[src/rtl/eth_arbi_pkg.sv]
// Shared types and default constants for the GMII transmit arbiter.
package eth_arbi_pkg;

  typedef enum logic [1:0] {
    IDLE  = 2'd0,
    GRANT = 2'd1,
    XMIT  = 2'd2,
    IFG   = 2'd3
  } arb_state_t;

  localparam int ETH_IFG_CYCLES = 12;
  localparam int ETH_MAX_FRAME  = 1534;

  function automatic int max_int(input int a, input int b);
    if (a > b) begin
      return a;
    end else begin
      return b;
    end
  endfunction

endpackage

[src/rtl/gmii_tx_rr_pick.sv]
// Combinational rotating-priority encoder: the search starts at ptr and wraps.
module gmii_tx_rr_pick
  import eth_arbi_pkg::*;
#(
  parameter int NUM_REQ = 2,
  parameter int IDX_W   = $clog2(NUM_REQ)
) (
  input  logic [NUM_REQ-1:0] req,
  input  logic [IDX_W-1:0]   ptr,
  output logic [NUM_REQ-1:0] win,
  output logic [IDX_W-1:0]   win_idx,
  output logic               any
);

  logic [IDX_W-1:0] cand_s;

  function automatic logic [IDX_W-1:0] wrap_add(input logic [IDX_W-1:0] base, input int off);
    int sum;
    sum = int'(base) + off;
    if (sum >= NUM_REQ) begin
      sum = sum - NUM_REQ;
    end else begin
      sum = sum;
    end
    return sum[IDX_W-1:0];
  endfunction

  // first requester found walking upward from ptr wins
  always_comb begin
    win     = '0;
    win_idx = '0;
    any     = 1'b0;
    cand_s  = '0;
    for (int i = 0; i < NUM_REQ; i++) begin
      cand_s = wrap_add(ptr, i);
      if (!any && req[cand_s]) begin
        any          = 1'b1;
        win_idx      = cand_s;
        win[cand_s]  = 1'b1;
      end else begin
        any = any;
      end
    end
  end

endmodule

[src/rtl/gmii_tx_arbiter.sv]
// Frame-granular round-robin arbiter for the shared GMII transmit port,
// with inter-frame gap, start timeout and oversize truncation.
module gmii_tx_arbiter
  import eth_arbi_pkg::*;
#(
  parameter int NUM_REQ       = 2,
  parameter int IFG_CYCLES    = ETH_IFG_CYCLES,
  parameter int START_TIMEOUT = 16,
  parameter int MAX_LEN       = ETH_MAX_FRAME
) (
  input  logic                 clk,
  input  logic                 rst,
  input  logic                 link,
  input  logic [NUM_REQ-1:0]   req,
  output logic [NUM_REQ-1:0]   gnt,
  input  logic [NUM_REQ-1:0]   src_en,
  input  logic [8*NUM_REQ-1:0] src_txd,
  output logic                 gmii_tx_en,
  output logic [7:0]           gmii_txd,
  output logic                 busy,
  output logic                 err_timeout,
  output logic                 err_oversize
);

  localparam int IDX_W = $clog2(NUM_REQ);
  localparam int LEN_W = $clog2(MAX_LEN + 1);
  localparam int CNT_W = $clog2(max_int(IFG_CYCLES, START_TIMEOUT) + 1);

  arb_state_t         state_r, state_s;
  logic [IDX_W-1:0]   sel_r, sel_s;
  logic [IDX_W-1:0]   ptr_r, ptr_s, ptr_adv_s;
  logic [CNT_W-1:0]   cnt_r, cnt_s;
  logic [LEN_W-1:0]   len_r, len_s;
  logic [NUM_REQ-1:0] gnt_s;
  logic               tx_en_s;
  logic [7:0]         txd_s;
  logic               err_to_s, err_ov_s;
  logic               cur_en_s;
  logic [7:0]         cur_txd_s;
  logic [NUM_REQ-1:0] pick_win_s;
  logic [IDX_W-1:0]   pick_idx_s;
  logic               pick_any_s;

  gmii_tx_rr_pick #(
    .NUM_REQ (NUM_REQ),
    .IDX_W   (IDX_W)
  ) u_pick (
    .req     (req),
    .ptr     (ptr_r),
    .win     (pick_win_s),
    .win_idx (pick_idx_s),
    .any     (pick_any_s)
  );

  // next-state, grant, datapath and error-pulse decode
  always_comb begin
    state_s   = state_r;
    sel_s     = sel_r;
    ptr_s     = ptr_r;
    cnt_s     = cnt_r;
    len_s     = len_r;
    gnt_s     = gnt;
    tx_en_s   = 1'b0;
    txd_s     = 8'h00;
    err_to_s  = 1'b0;
    err_ov_s  = 1'b0;
    cur_en_s  = src_en[sel_r];
    cur_txd_s = src_txd[{sel_r, 3'b000} +: 8];
    if (sel_r == IDX_W'(NUM_REQ - 1)) begin
      ptr_adv_s = '0;
    end else begin
      ptr_adv_s = sel_r + IDX_W'(1);
    end

    // link loss abandons everything without touching ptr or raising errors
    if (!link) begin
      state_s = IDLE;
      gnt_s   = '0;
      cnt_s   = '0;
      len_s   = '0;
    end else begin
      case (state_r)
        IDLE: begin
          if (pick_any_s) begin
            gnt_s   = pick_win_s;
            sel_s   = pick_idx_s;
            cnt_s   = '0;
            state_s = GRANT;
          end else begin
            gnt_s = '0;
          end
        end
        GRANT: begin
          if (cur_en_s) begin
            tx_en_s = 1'b1;
            txd_s   = cur_txd_s;
            len_s   = '0;
            state_s = XMIT;
          end else if (cnt_r == CNT_W'(START_TIMEOUT)) begin
            gnt_s    = '0;
            err_to_s = 1'b1;
            ptr_s    = ptr_adv_s;
            cnt_s    = '0;
            state_s  = IFG;
          end else begin
            cnt_s = cnt_r + CNT_W'(1);
          end
        end
        XMIT: begin
          // len_r counts bytes forwarded after the first one taken in GRANT
          if (!cur_en_s) begin
            gnt_s   = '0;
            ptr_s   = ptr_adv_s;
            cnt_s   = '0;
            state_s = IFG;
          end else if (len_r == LEN_W'(MAX_LEN - 1)) begin
            gnt_s    = '0;
            err_ov_s = 1'b1;
            ptr_s    = ptr_adv_s;
            cnt_s    = '0;
            state_s  = IFG;
          end else begin
            tx_en_s = 1'b1;
            txd_s   = cur_txd_s;
            len_s   = len_r + LEN_W'(1);
          end
        end
        IFG: begin
          if (cnt_r == CNT_W'(IFG_CYCLES - 1)) begin
            cnt_s   = '0;
            state_s = IDLE;
          end else begin
            cnt_s = cnt_r + CNT_W'(1);
          end
        end
        default: begin
          state_s = IDLE;
          gnt_s   = '0;
          cnt_s   = '0;
          len_s   = '0;
        end
      endcase
    end
  end

  // state and registered outputs
  always_ff @(posedge clk or posedge rst) begin
    if (rst) begin
      state_r      <= IDLE;
      sel_r        <= '0;
      ptr_r        <= '0;
      cnt_r        <= '0;
      len_r        <= '0;
      gnt          <= '0;
      gmii_tx_en   <= 1'b0;
      gmii_txd     <= 8'h00;
      busy         <= 1'b0;
      err_timeout  <= 1'b0;
      err_oversize <= 1'b0;
    end else begin
      state_r      <= state_s;
      sel_r        <= sel_s;
      ptr_r        <= ptr_s;
      cnt_r        <= cnt_s;
      len_r        <= len_s;
      gnt          <= gnt_s;
      gmii_tx_en   <= tx_en_s;
      gmii_txd     <= txd_s;
      busy         <= (state_s != IDLE);
      err_timeout  <= err_to_s;
      err_oversize <= err_ov_s;
    end
  end

endmodule
[config.mk]
export PLATFORM = sky130hd
export DESIGN_NAME = gmii_tx_arbiter
export DESIGN_NICKNAME = d
export VERILOG_FILES = /design/src/rtl/eth_arbi_pkg.sv /design/src/rtl/gmii_tx_rr_pick.sv /design/src/rtl/gmii_tx_arbiter.sv
export SDC_FILE = /design/constraint.sdc
export NUM_CORES = 1
export LEC_CHECK = 0
export ABC_AREA = 1
export CAP_MARGIN = 5
export CORE_UTILIZATION = 55
export CTS_CLUSTER_SIZE = 12
export DETAILED_ROUTE_END_ITERATION = 10
export GPL_ROUTABILITY_DRIVEN = 0
export PLACE_DENSITY_LB_ADDON = 0.2
export SYNTH_ARGS = -nofsm -noshare
export SYNTH_HDL_FRONTEND = slang
export SYNTH_HIERARCHICAL = 1
export SYNTH_SLANG_ARGS = --single-unit
[constraint.sdc]
create_clock -name clk -period 2.34 [get_ports clk]
set_input_delay 0.234 -clock clk [delete_from_list [all_inputs] [get_ports clk]]
set_output_delay 0.234 -clock clk [all_outputs]
set_load 0.01 [all_outputs]
==> impl_metrics.csv <==
group,metric,value,unit
finish,nets,376,
detailed_routing,vias,2062,
yosys,syn_avg_cell_area,7.17,µm²
worst_setup_path,cp.arrival,2.13,ns
run,drv_cap,0,
worst_setup_path,cp-end-kind,"flop",
timing,final-hold-violation-count,0,
place,post-place-ws,0.505,ns
cts,postCtsSetupBuffers,0,
worst_setup_path,crit_buf_inv,3,
worst_setup_path,cp.required,2.56,ns
timing,rsz0062_at_grt,"false",
timing,slew_viol_final,0,
place,dp.cells,386,
worst_setup_path,crit_type,"reg2reg",
timing,worstMarginPinSlew,0.422,ns
cts,clockBufferDepth,2,
global_route,grt_max_degree,35,
yosys,synth_fp_nets,339,
power_and_ir_drop,combPwrFrac,0.403,
timing,min_period,1.91,ns
timing,setup_ws,0.425,ns
timing,skew,0.00643,ns
power_and_ir_drop,vdd_drop_max,0.000594,V
timing,clock.fmax,0.522,GHz
global_route,grt_pass1_wl,8.18,mm
finish,area_delta_synth_final,22.5,%
detailed_routing,met2_length,2.12,mm
cts,cts_sinks,34,
worst_setup_path,critPathTopFamily,"simple AND/OR/NAND/NOR gates",
yosys,synth_edf_count,0,
cts,ctsResizeCount,0,
worst_setup_path,r2r_cells,10,
cts,cts_made_buffers,5,
floorplan,core_area,3740,µm²
power_and_ir_drop,switching_share,0.401,
yosys,syn_inst,308,
power_and_ir_drop,p_seq_frac,0.358,
timing,post-route-period-util,0.818,
place,dp_hpwl,3.52,mm
worst_setup_path,reg2reg_from,"state_r[1]",
detailed_routing,wire_per_inst,12.0,µm
worst_setup_path,crit_chain,"inv_1 -> ha_1 -> inv_1 -> nand2_1 -> nand2_2 -> nand2_2 -> nand2_4 -> inv_2 -> nand3_1 -> o21ai_1",
detailed_routing,met1_length,2.23,mm
detailed_routing,via_per_inst,5.23,
yosys,ys_ff_latch,34,
finish,drive_above_1_share,0.0983,
worst_setup_path,crit_slowest_cell,"dfrtp_1",
cts,root_buffer,"clkbuf_8",
worst_setup_path,timing.rr.end,"len_r[4]",
cts,clk_latency,0.28,ns
floorplan,die_area,4270,µm²
cts,cts_hold_buf,0,
detailed_routing,drtPass1Iterations,4,
power_and_ir_drop,p_leak,0.00132,µW
timing,setup_tns,0,ns
global_route,antenna_found_initial,0,
yosys,synthArstFlopShare,1.00,
detailed_routing,initialDrtViolationCount,190,
global_route,grt_overflow,0,
finish,final_cells,394,
yosys,synth_area,2210,µm²
floorplan,die_x,65.4,µm
hold_path,min_path_type,"in2async",
power_and_ir_drop,switchingPower,855,µW
worst_setup_path,regToRegSetupSlack,0.43,ns
floorplan,start_util,0.590,
worst_setup_path,critPathLaunchType,"flop",
cts,cts_tree,"built",
status,status,"completed",
power_and_ir_drop,power_density,789,nW/µm²
floorplan,ios,37,
floorplan,rows,22,
detailed_routing,wl_met3,338,µm
cts,clkTransAtPathRegs,0.07,ns
worst_setup_path,slowest_delay,0.42,ns
timing,setup_viol,0,
yosys,synth_seq_area_share,0.385,
place,port_buffers,36,
timing,slew_headroom,0.719,
detailed_routing,dr.max_layer_used,"met4",
global_route,grt_pass1_vias,1831,
worst_setup_path,cp_max_fo,14,
power_and_ir_drop,clkPwrFrac,0.239,
power_and_ir_drop,internal_power,1280,µW
global_route,track_usage,0.247,
detailed_routing,routed_wl,4.73,mm
detailed_routing,drc,0,
cts,htreeDepth,2,
yosys,synth_cell_types,26,
yosys,synth-main-ff-cell,"dfrtp_1",
yosys,yosys_warnings,6,
detailed_routing,ant_nets,0,
floorplan,fp.dieH,65.4,µm
finish,diodes,0,
-- worst min-delay path, stage by stage --
cell and delay, ns:
clkdlybuf4s50_1 0.39, inv_1 0.05, buf_4 0.37
-- stage by stage --
step / power, µW / hold slack (ns) / utilization / instance area, µm²
finish: 2130 / 0.335 / 0.723 / 2710
detailed placement: 1620 / 0.466 / 0.693 / 2590
floorplan: 1380 / 0.372 / - / 2210
global placement: 1600 / 0.465 / 0.693 / 2590
CTS: 2130 / 0.352 / 0.723 / 2710
global route: 2270 / 0.385 / 0.723 / 2710
-- layout by cell type (no fill, tap or decap), types with 2 or more instances in the layout --
cell              n
nor3b_1           3
nor2_4            3
ha_1              8
nor3_1            2
buf_4             3
o21ai_1          14
inv_1            33
o21ai_0           2
clkdlybuf4s50_1  36
dfrtp_1          34
nand4_4           2
nand3_1          34
xor2_1            2
nand4_1          11
a21oi_1          15
nor2_2            3
clkbuf_8          8
nand2_1          97
nand2_2           6
inv_2             7
nor2_1           19
-- cell usage after synthesis (2+ instances only) --
cell type | n | area share
a21oi_1 | 15 | 0.034
buf_2 | 3 | 0.0068
buf_4 | 3 | 0.010
clkbuf_1 | 2 | 0.0034
dfrtp_1 | 34 | 0.39
ha_1 | 8 | 0.045
inv_1 | 33 | 0.056
inv_2 | 7 | 0.012
nand2_1 | 97 | 0.16
nand2_2 | 6 | 0.017
nand3_1 | 34 | 0.077
nand4_1 | 11 | 0.031
nand4_4 | 2 | 0.019
nor2_1 | 19 | 0.032
nor2_2 | 3 | 0.0085
nor2_4 | 3 | 0.015
nor3_1 | 2 | 0.0045
nor3b_1 | 3 | 0.010
o21ai_0 | 2 | 0.0045
o21ai_1 | 14 | 0.032
xor2_1 | 2 | 0.0079
-- kinds of logic (layout without fill, tap and decap cells) --
logic type      count (synthesis)  after routing  synth area share
buf+inv                        49             87            0.0935
xor+xnor                        2              2           0.00793
fa+ha+maj                       8              8            0.0453
compound gates                 33             33            0.0771
simple gates                  182            182             0.391
flops                          34             34             0.385
-- layer usage --
layer	global-route usage	up-vias
li1	-	1060
met1	0.337	929
met2	0.369	69
met3	0.0781	4
met4	0.0842	0
met5	0	-
-- cell type report --
type                    instances  area, µm²
inverters                      40        150
repair buffers                 39        383
flip-flops and latches         34        851
clock buffers                   8        110
well taps                      48       60.1
multi-input cells             225       1150
fillers                       309       1040
-- registers in the layout (all words and copies together) (netlist names) --
| register | cells |
|---|---|
| gmii_txd | 8 |
| cnt_r | 5 |
| len_r | 11 |
| err_oversize | 1 |
| busy | 1 |
| gmii_tx_en | 1 |
| state_r | 2 |
| gnt | 2 |
| ptr_r | 1 |
| sel_r | 1 |
| err_timeout | 1 |
-- how the worst max path moves through the flow --
stage                from        end  slack (ns)  cells past startpoint
3_3_place_gp   state_r[0]   len_r[9]        0.56                      9
5_1_grt        state_r[1]   len_r[9]        0.27                     10
2_1_floorplan  state_r[0]  len_r[10]        0.81                     11
4_1_cts        state_r[1]   len_r[4]        0.47                     10
3_5_place_dp   state_r[1]   len_r[4]        0.50                     10
6_report       state_r[1]   len_r[4]        0.43                     10
-- power by group through the flow --
stage / logic, µW / registers [µW] / clock network (µW)
final: 860 / 764 / 510
after floorplan: 626 / 756 / 0
after CTS: 852 / 763 / 516
after global placement: 826 / 771 / 0
after global routing: 962 / 780 / 533
after detailed placement: 843 / 775 / 0
Power figures use the tool's default switching activity.
